<file path="config.mk">
export PLATFORM = sky130hd
export DESIGN_NAME = maze_wall_follower_flat
export DESIGN_NICKNAME = d
export VERILOG_FILES = /design/src/rtl/maze_pkg.sv /design/src/rtl/maze_wall_follower_if.sv /design/src/rtl/maze_pos_tracker.sv /design/src/rtl/maze_wall_follower.sv /design/src/flat_wrapper.sv
export SDC_FILE = /design/constraint.sdc
export NUM_CORES = 1
export LEC_CHECK = 0
export CORE_MARGIN = 2
export CORE_UTILIZATION = 59
export CTS_CLUSTER_DIAMETER = 200
export DETAILED_ROUTE_END_ITERATION = 12
export PLACE_DENSITY_LB_ADDON = 0.15
export RECOVER_POWER = 25
export SYNTH_ARGS = -nofsm -noshare
export SYNTH_HDL_FRONTEND = slang
export SYNTH_SLANG_ARGS = --single-unit
export TNS_END_PERCENT = 5
</file>
<file path="constraint.sdc">
create_clock -name clk -period 4 [get_ports clk]
set_input_delay 0.8 -clock clk [delete_from_list [all_inputs] [get_ports clk]]
set_output_delay 0.8 -clock clk [all_outputs]
set_load 0.01 [all_outputs]
</file>
<file path="src/rtl/maze_pkg.sv">
// Shared codes for the maze wall follower: move commands, headings, FSM states
// and the wall-following priority rule.
package maze_pkg;

  localparam int unsigned MOVE_W    = 3;
  localparam int unsigned HEADING_W = 2;

  typedef enum logic [MOVE_W-1:0] {
    MV_STOP  = 3'b000,
    MV_FWD   = 3'b001,
    MV_LEFT  = 3'b010,
    MV_RIGHT = 3'b011,
    MV_UTURN = 3'b100
  } move_e;

  typedef enum logic [HEADING_W-1:0] {
    HDG_N = 2'd0,
    HDG_E = 2'd1,
    HDG_S = 2'd2,
    HDG_W = 2'd3
  } hdg_e;

  typedef enum logic [2:0] {
    S_IDLE,
    S_DECIDE,
    S_FWD_AFTER_TURN,
    S_DONE,
    S_ERROR
  } state_e;

  // Preferred-side opening first, then straight, then the opposite side, else turn around.
  function automatic move_e pick_move(input logic hand, input logic left,
                                      input logic mid, input logic right);
    logic  pref;
    logic  opp;
    move_e res;
    pref = hand ? right : left;
    opp  = hand ? left : right;
    res  = MV_UTURN;
    if (!pref)     res = hand ? MV_RIGHT : MV_LEFT;
    else if (!mid) res = MV_FWD;
    else if (!opp) res = hand ? MV_LEFT : MV_RIGHT;
    return res;
  endfunction

endpackage

</file>
<file path="src/rtl/maze_wall_follower_if.sv">
// Sensor/start inputs and command/status outputs of the maze wall follower.
interface maze_wall_follower_if #(
  parameter int unsigned RW   = 4,
  parameter int unsigned CW   = 4,
  parameter int unsigned DE_W = 4
);
  logic            start;
  logic            left;
  logic            mid;
  logic            right;
  logic [2:0]      move;
  logic [RW-1:0]   row;
  logic [CW-1:0]   col;
  logic [1:0]      heading;
  logic [DE_W-1:0] deadend_count;
  logic            done;
  logic            err;

  modport master (output start, left, mid, right,
                  input  move, row, col, heading, deadend_count, done, err);
  modport slave  (input  start, left, mid, right,
                  output move, row, col, heading, deadend_count, done, err);
endinterface

</file>
<file path="src/rtl/maze_pos_tracker.sv">
// Owns heading and grid position; exposes the cell a FORWARD would land on
// and whether that cell lies outside the grid.
module maze_pos_tracker
  import maze_pkg::*;
#(
  parameter int unsigned ROWS      = 9,
  parameter int unsigned COLS      = 9,
  parameter int unsigned START_ROW = 4,
  parameter int unsigned START_COL = 0,
  parameter int unsigned START_HDG = 1,
  parameter int unsigned RW        = 4,
  parameter int unsigned CW        = 4
) (
  input  logic          clk,
  input  logic          rst,
  input  move_e         mv,
  input  logic          commit,
  output hdg_e          heading,
  output logic [RW-1:0] row,
  output logic [CW-1:0] col,
  output logic [RW-1:0] tgt_row,
  output logic [CW-1:0] tgt_col,
  output logic          off_grid
);

  // One-cell step along the heading; edge cells pointing outward flag off-grid.
  always_comb begin
    tgt_row  = row;
    tgt_col  = col;
    off_grid = 1'b0;
    unique case (heading)
      HDG_N: if (row == '0) off_grid = 1'b1; else tgt_row = row - RW'(1);
      HDG_S: if (row == RW'(ROWS - 1)) off_grid = 1'b1; else tgt_row = row + RW'(1);
      HDG_E: if (col == CW'(COLS - 1)) off_grid = 1'b1; else tgt_col = col + CW'(1);
      HDG_W: if (col == '0) off_grid = 1'b1; else tgt_col = col - CW'(1);
      default: off_grid = 1'b1;
    endcase
  end

  always_ff @(posedge clk) begin
    if (rst) begin
      heading <= hdg_e'(2'(START_HDG));
      row     <= RW'(START_ROW);
      col     <= CW'(START_COL);
    end else if (commit) begin
      case (mv)
        MV_FWD: begin
          if (!off_grid) begin
            row <= tgt_row;
            col <= tgt_col;
          end
        end
        MV_LEFT:  heading <= hdg_e'(heading - 2'd1);
        MV_RIGHT: heading <= hdg_e'(heading + 2'd1);
        MV_UTURN: heading <= hdg_e'(heading + 2'd2);
        default: ;
      endcase
    end
  end

endmodule

</file>
<file path="src/rtl/maze_wall_follower.sv">
// Left/right-hand wall follower: issues one move per cycle, stops at the exit
// cell, and latches an error on an off-grid move or step-watchdog expiry.
module maze_wall_follower
  import maze_pkg::*;
#(
  parameter int unsigned ROWS      = 9,
  parameter int unsigned COLS      = 9,
  parameter int unsigned START_ROW = 4,
  parameter int unsigned START_COL = 0,
  parameter int unsigned START_HDG = 1,
  parameter int unsigned EXIT_ROW  = 4,
  parameter int unsigned EXIT_COL  = 8,
  parameter int unsigned HAND      = 0,
  parameter int unsigned DE_W      = 4,
  parameter int unsigned MAX_STEPS = 255
) (
  input logic                clk,
  input logic                rst,
  maze_wall_follower_if.slave bus
);

  localparam int unsigned RW = (ROWS > 1) ? $clog2(ROWS) : 1;
  localparam int unsigned CW = (COLS > 1) ? $clog2(COLS) : 1;
  localparam int unsigned SW = (MAX_STEPS > 1) ? $clog2(MAX_STEPS + 1) : 1;

  state_e        state;
  logic [SW-1:0] steps;
  move_e         cmd_c;
  logic          commit_c;
  logic          at_exit_c;
  logic          last_step_c;
  hdg_e          heading;
  logic [RW-1:0] tgt_row;
  logic [CW-1:0] tgt_col;
  logic          off_grid;

  maze_pos_tracker #(
    .ROWS(ROWS), .COLS(COLS), .START_ROW(START_ROW), .START_COL(START_COL),
    .START_HDG(START_HDG), .RW(RW), .CW(CW)
  ) u_pos (
    .clk(clk), .rst(rst), .mv(cmd_c), .commit(commit_c), .heading(heading),
    .row(bus.row), .col(bus.col), .tgt_row(tgt_row), .tgt_col(tgt_col),
    .off_grid(off_grid)
  );

  assign bus.heading = heading;
  assign at_exit_c   = (tgt_row == RW'(EXIT_ROW)) && (tgt_col == CW'(EXIT_COL));
  assign last_step_c = (steps == SW'(MAX_STEPS - 1));

  // Command for this cycle; a FORWARD into the grid boundary becomes STOP.
  always_comb begin
    cmd_c    = MV_STOP;
    commit_c = 1'b0;
    unique case (state)
      S_DECIDE: begin
        cmd_c    = pick_move(HAND != 0, bus.left, bus.mid, bus.right);
        commit_c = 1'b1;
      end
      S_FWD_AFTER_TURN: begin
        cmd_c    = MV_FWD;
        commit_c = 1'b1;
      end
      default: ;
    endcase
    if (cmd_c == MV_FWD && off_grid) cmd_c = MV_STOP;
  end

  always_ff @(posedge clk) begin
    if (rst) begin
      state             <= S_IDLE;
      steps             <= '0;
      bus.move          <= MV_STOP;
      bus.deadend_count <= '0;
      bus.done          <= 1'b0;
      bus.err           <= 1'b0;
    end else begin
      unique case (state)
        S_IDLE: begin
          bus.move <= MV_STOP;
          if (bus.start) state <= S_DECIDE;
        end
        S_DECIDE, S_FWD_AFTER_TURN: begin
          bus.move <= cmd_c;
          case (cmd_c)
            MV_STOP: begin
              bus.err <= 1'b1;
              state   <= S_ERROR;
            end
            MV_FWD: begin
              steps <= steps + SW'(1);
              // Exit wins over a simultaneous watchdog expiry.
              if (at_exit_c)        state <= S_DONE;
              else if (last_step_c) state <= S_ERROR;
              else                  state <= S_DECIDE;
            end
            default: begin
              if (cmd_c == MV_UTURN && bus.deadend_count != '1)
                bus.deadend_count <= bus.deadend_count + DE_W'(1);
              state <= S_FWD_AFTER_TURN;
            end
          endcase
        end
        S_DONE: begin
          bus.move <= MV_STOP;
          bus.done <= 1'b1;
        end
        S_ERROR: begin
          bus.move <= MV_STOP;
          bus.err  <= 1'b1;
        end
        default: state <= S_IDLE;
      endcase
    end
  end

endmodule

</file>
<file path="src/flat_wrapper.sv">
// flat-port wrapper written by rule: the top's interface ports become plain ports
module maze_wall_follower_flat import maze_pkg::*;
#(
  parameter int unsigned ROWS      = 9,
  parameter int unsigned COLS      = 9,
  parameter int unsigned START_ROW = 4,
  parameter int unsigned START_COL = 0,
  parameter int unsigned START_HDG = 1,
  parameter int unsigned EXIT_ROW  = 4,
  parameter int unsigned EXIT_COL  = 8,
  parameter int unsigned HAND      = 0,
  parameter int unsigned DE_W      = 4,
  parameter int unsigned MAX_STEPS = 255
)
  (clk, rst, bus_start, bus_left, bus_mid, bus_right, bus_move, bus_row, bus_col, bus_heading, bus_deadend_count, bus_done, bus_err);
  maze_wall_follower_if #(.RW(4), .CW(4), .DE_W(DE_W)) bus_i ();
  input logic clk;
  input logic rst;
  input wire logic [$bits(bus_i.start)-1:0] bus_start;
  input wire logic [$bits(bus_i.left)-1:0] bus_left;
  input wire logic [$bits(bus_i.mid)-1:0] bus_mid;
  input wire logic [$bits(bus_i.right)-1:0] bus_right;
  output wire logic [$bits(bus_i.move)-1:0] bus_move;
  output wire logic [$bits(bus_i.row)-1:0] bus_row;
  output wire logic [$bits(bus_i.col)-1:0] bus_col;
  output wire logic [$bits(bus_i.heading)-1:0] bus_heading;
  output wire logic [$bits(bus_i.deadend_count)-1:0] bus_deadend_count;
  output wire logic [$bits(bus_i.done)-1:0] bus_done;
  output wire logic [$bits(bus_i.err)-1:0] bus_err;
  assign bus_i.start = bus_start;
  assign bus_i.left = bus_left;
  assign bus_i.mid = bus_mid;
  assign bus_i.right = bus_right;
  assign bus_move = bus_i.move;
  assign bus_row = bus_i.row;
  assign bus_col = bus_i.col;
  assign bus_heading = bus_i.heading;
  assign bus_deadend_count = bus_i.deadend_count;
  assign bus_done = bus_i.done;
  assign bus_err = bus_i.err;
  maze_wall_follower #(.ROWS(ROWS), .COLS(COLS), .START_ROW(START_ROW), .START_COL(START_COL), .START_HDG(START_HDG), .EXIT_ROW(EXIT_ROW), .EXIT_COL(EXIT_COL), .HAND(HAND), .DE_W(DE_W), .MAX_STEPS(MAX_STEPS)) u_core (.clk(clk), .rst(rst), .bus(bus_i));
endmodule
</file>
==> metrics <==
status=complete, no violations; adder and majority gate portion of the synthesized area=0.0707; worst setup slack after placement=1.26 ns; complex-gate fraction of the synthesized area=0.226; DR iter-0 viols=85; maximum frequency from static timing analysis=395 MHz; via count of the first global-routing pass=1,464; core area=0.00310 mm^2; # clock sinks=30; slowest cell delay on critical path=0.60 ns; total of hold buffers inserted after clock tree synthesis=0; vias per inst=5.68; Hold Violations, Final=0; Hold/Removal Path Class=register to register; leading cell type in the layout, fill and taps excluded=nor2_1; number of standard-cell rows in the floorplan=20; routed via count=1,671; leading area contributor after synthesis=dfxtp_1; Final nets=267; post-route non-filler standard cell count=294; CTS root buffer=clkbuf_4; IO Pins=25; buffering stage count on the worst path with inverters included=1; Area contributors post-synth=dfxtp_1, ha_1, nor2_1, a21oi_1, xor2_1; reported leakage power=0.819 nW; CTS max path bufs=2; combinational family with the most area after synthesis=simple AND/OR/NAND/NOR gates; basic-gate share of the synthesized area counting and, or, nand and nor cells=0.249; average detailed-routed wire length per instance=13.0 um; sum of negative setup slack=0 ns; total track usage=0.234; count of final setup violators=0; die outline area=0.00378 mm^2; number of flip-flops and latches in the synthesized netlist=30; netlist area before placement=0.00195 mm^2; placed wire-length estimate after detailed placement=2.82 mm; sum of overflow across all layers after global routing=0; Worst-Skew Late Latency=0.33 ns; area taken by flip-flops and latches=601 um^2; critical path cell sequence=dlygate4sd3_1 > or2_1 > o22ai_2 > o211a_1 > nand2_2 > or3_1 > a21oi_1; WP data required=4.26 ns; number of max-cap violations=0; RSZ-0062 raised after global routing=no; Post-synth EDFFs=0; Filler cells=280; CTS Buf Count=5; sort of element at the end of the critical path=register; Placer Congestion=0.866; total number of H-tree levels=2; Max Fanout on Critical Path=9; Relative slew margins=0.538; worst-case setup margin in the final layout=1.47 ns; cell with the largest stage delay on the worst path=dlygate4sd3_1; final antenna diode count=0; post-CTS clock slew at the launch and capture registers of the worst setup and hold paths=0.09 ns; share of synthesized area occupied by flip-flops and latches=0.308; initial core utilization=0.627; Post-synth top flop=dfxtp_1; synthesized netlist cell count=232; Die Ht=61.4 um; first-pass GRT wire length=6.52 mm; top cell family by delay on the critical path=simple AND/OR/NAND/NOR gates; shortest period the worst path allows=2.53 ns; antenna violations before repair=0; DRC violation count after routing=0; portion of the clock cycle consumed by the worst path in the final layout=0.634; post-detailed-routing wire length=3.83 mm; Cell Pwr Density=295 mW/mm^2; Post-Synth XOR/XNOR Area=0.0495; antenna viol nets, final=0; fraction of layout cells with a size suffix above 1=0.0840; skew final=0.00668 ns; highest-count cells in the layout ignoring fill and taps=nor2_1, dfxtp_1, a21oi_1; CP Data Arrival Time=2.79 ns; Syn Nets=249; pin count of the biggest net entering global routing=21; Peak VDD IR=198 uV; CTS tree=yes; Post-CTS Setup Bufs=0; number of placed instances, taps included=287; count of port buffers added during placement=24; async set-or-reset flop fraction in the synthesized netlist=0; slew at the pin with the worst max-slew slack=0.690 ns; number of iterations in the first detailed-routing pass=4; area used by multi-input combinational logic=0.00120 mm^2; category of the most critical setup path=input port to register; mean post-synth cell area=8.39 um^2; area growth from synthesis to final layout=13.3%; startpoint types=input port; yosys warns=0; post-synth cell types=53; Resized cells post-CTS=0; Pins Over Slew Limit=0; die width=61.4 um; Synth top area share=0.308; share of cell area taken by muxes after synthesis=0.0206
[routing by layer]
| layer | part of all wire | wire (um) | global-route usage | vias to the layer above |
|---|---|---|---|---|
| li1 | - | - | - | 867 |
| met1 | 0.49 | 1880 | 0.326 | 761 |
| met2 | 0.44 | 1690 | 0.351 | 37 |
| met3 | 0.054 | 205 | 0.0714 | 6 |
| met4 | 0.012 | 47 | 0.0638 | 0 |
| met5 | 0 | 0 | 0 | - |
[final timing paths]
path / start / endpoint / slack (ns) / cells after the start
max: bus_mid / u_core.steps[7]$_SDFFE_PP0P_ / 1.47 / 7
min: u_core.bus.err$_SDFFE_PP0P_ / u_core.bus.err$_SDFFE_PP0P_ / 0.45 / 2
max reg2reg: u_core.u_pos.heading[0]$_SDFFE_PP1P_ / u_core.state[2]$_SDFFE_PP0P_ / 1.59 / 8
min reg2reg: u_core.bus.err$_SDFFE_PP0P_ / u_core.bus.err$_SDFFE_PP0P_ / 0.45 / 2
[metrics by stage]
stage          total power, mW   util  hold slack (ns)  instance area (um^2)
3_3_place_gp             0.493  0.696            0.438                  2160
4_1_cts                  0.655  0.711            0.459                  2210
5_1_grt                  0.685  0.711            0.465                  2210
6_report                 0.650  0.711            0.448                  2210
3_5_place_dp             0.496  0.696            0.443                  2160
2_1_floorplan            0.457      -            0.458                  1950
[report_power, final]
group	leakage, nW	switching [mW]	internal (mW)
Combinational	0.551	0.0839	0.0739
Sequential	0.243	0.0207	0.311
Clock	0.0254	0.0949	0.0661
[cell families (layout without fill, tap and decap cells)]
logic type                 Yosys count  in the layout
AOI/OAI and AO/OA                   62             62
DFF                                 30             30
buffers and inverters               29             47
and+or+nand+nor                     85             85
muxes                                4              4
adders and majority gates           11             11
xor gates and xnor gates            11             11
[worst reg2reg max path: cells and delay by family, from the launching register on]
family,cells,cell delay (ns)
DFF,1,0.36
buffers and inverters,1,0.09
AOI/OAI and AO/OA,3,0.61
and+or+nand+nor,3,0.82
adders and majority gates,1,0.45
[synth_stat cells, types with 2 or more instances]
| cell type | number |
|---|---|
| o22ai_2 | 2 |
| nand3_1 | 4 |
| dfxtp_1 | 30 |
| a211oi_1 | 6 |
| a221oi_1 | 2 |
| ha_1 | 11 |
| a21oi_1 | 18 |
| and3_1 | 4 |
| clkbuf_1 | 3 |
| nor2_1 | 31 |
| nand3b_1 | 5 |
| mux2i_1 | 4 |
| buf_6 | 4 |
| nand2_1 | 12 |
| or2_1 | 2 |
| buf_2 | 8 |
| xor2_1 | 7 |
| a311oi_1 | 2 |
| inv_1 | 13 |
| o21ai_0 | 10 |
| nand4_1 | 7 |
| nand2b_1 | 6 |
| a31oi_1 | 2 |
| xnor2_1 | 4 |
| o22ai_1 | 2 |
| or3_1 | 2 |
| a211o_1 | 4 |
| a211oi_2 | 2 |
[registers in the layout, summed over array words and instances, names as in the netlist]
register	flops
u_core.u_pos.col	4
u_core.u_pos.row	4
u_core.state	3
u_core.u_pos.heading	2
u_core.bus.done	1
u_core.steps	8
u_core.bus.err	1
u_core.bus.deadend_count	4
u_core.bus.move	3
[cell type report]
cell class / count / share of cell area
Sequential cell: 30 / 0.272
Inverter: 14 / 0.0238
Tap cell: 44 / 0.0250
Timing Repair Buffer: 26 / 0.116
Clock buffer: 7 / 0.0204
Multi-Input combinational cell: 173 / 0.543
Power figures use the tool's default switching activity.
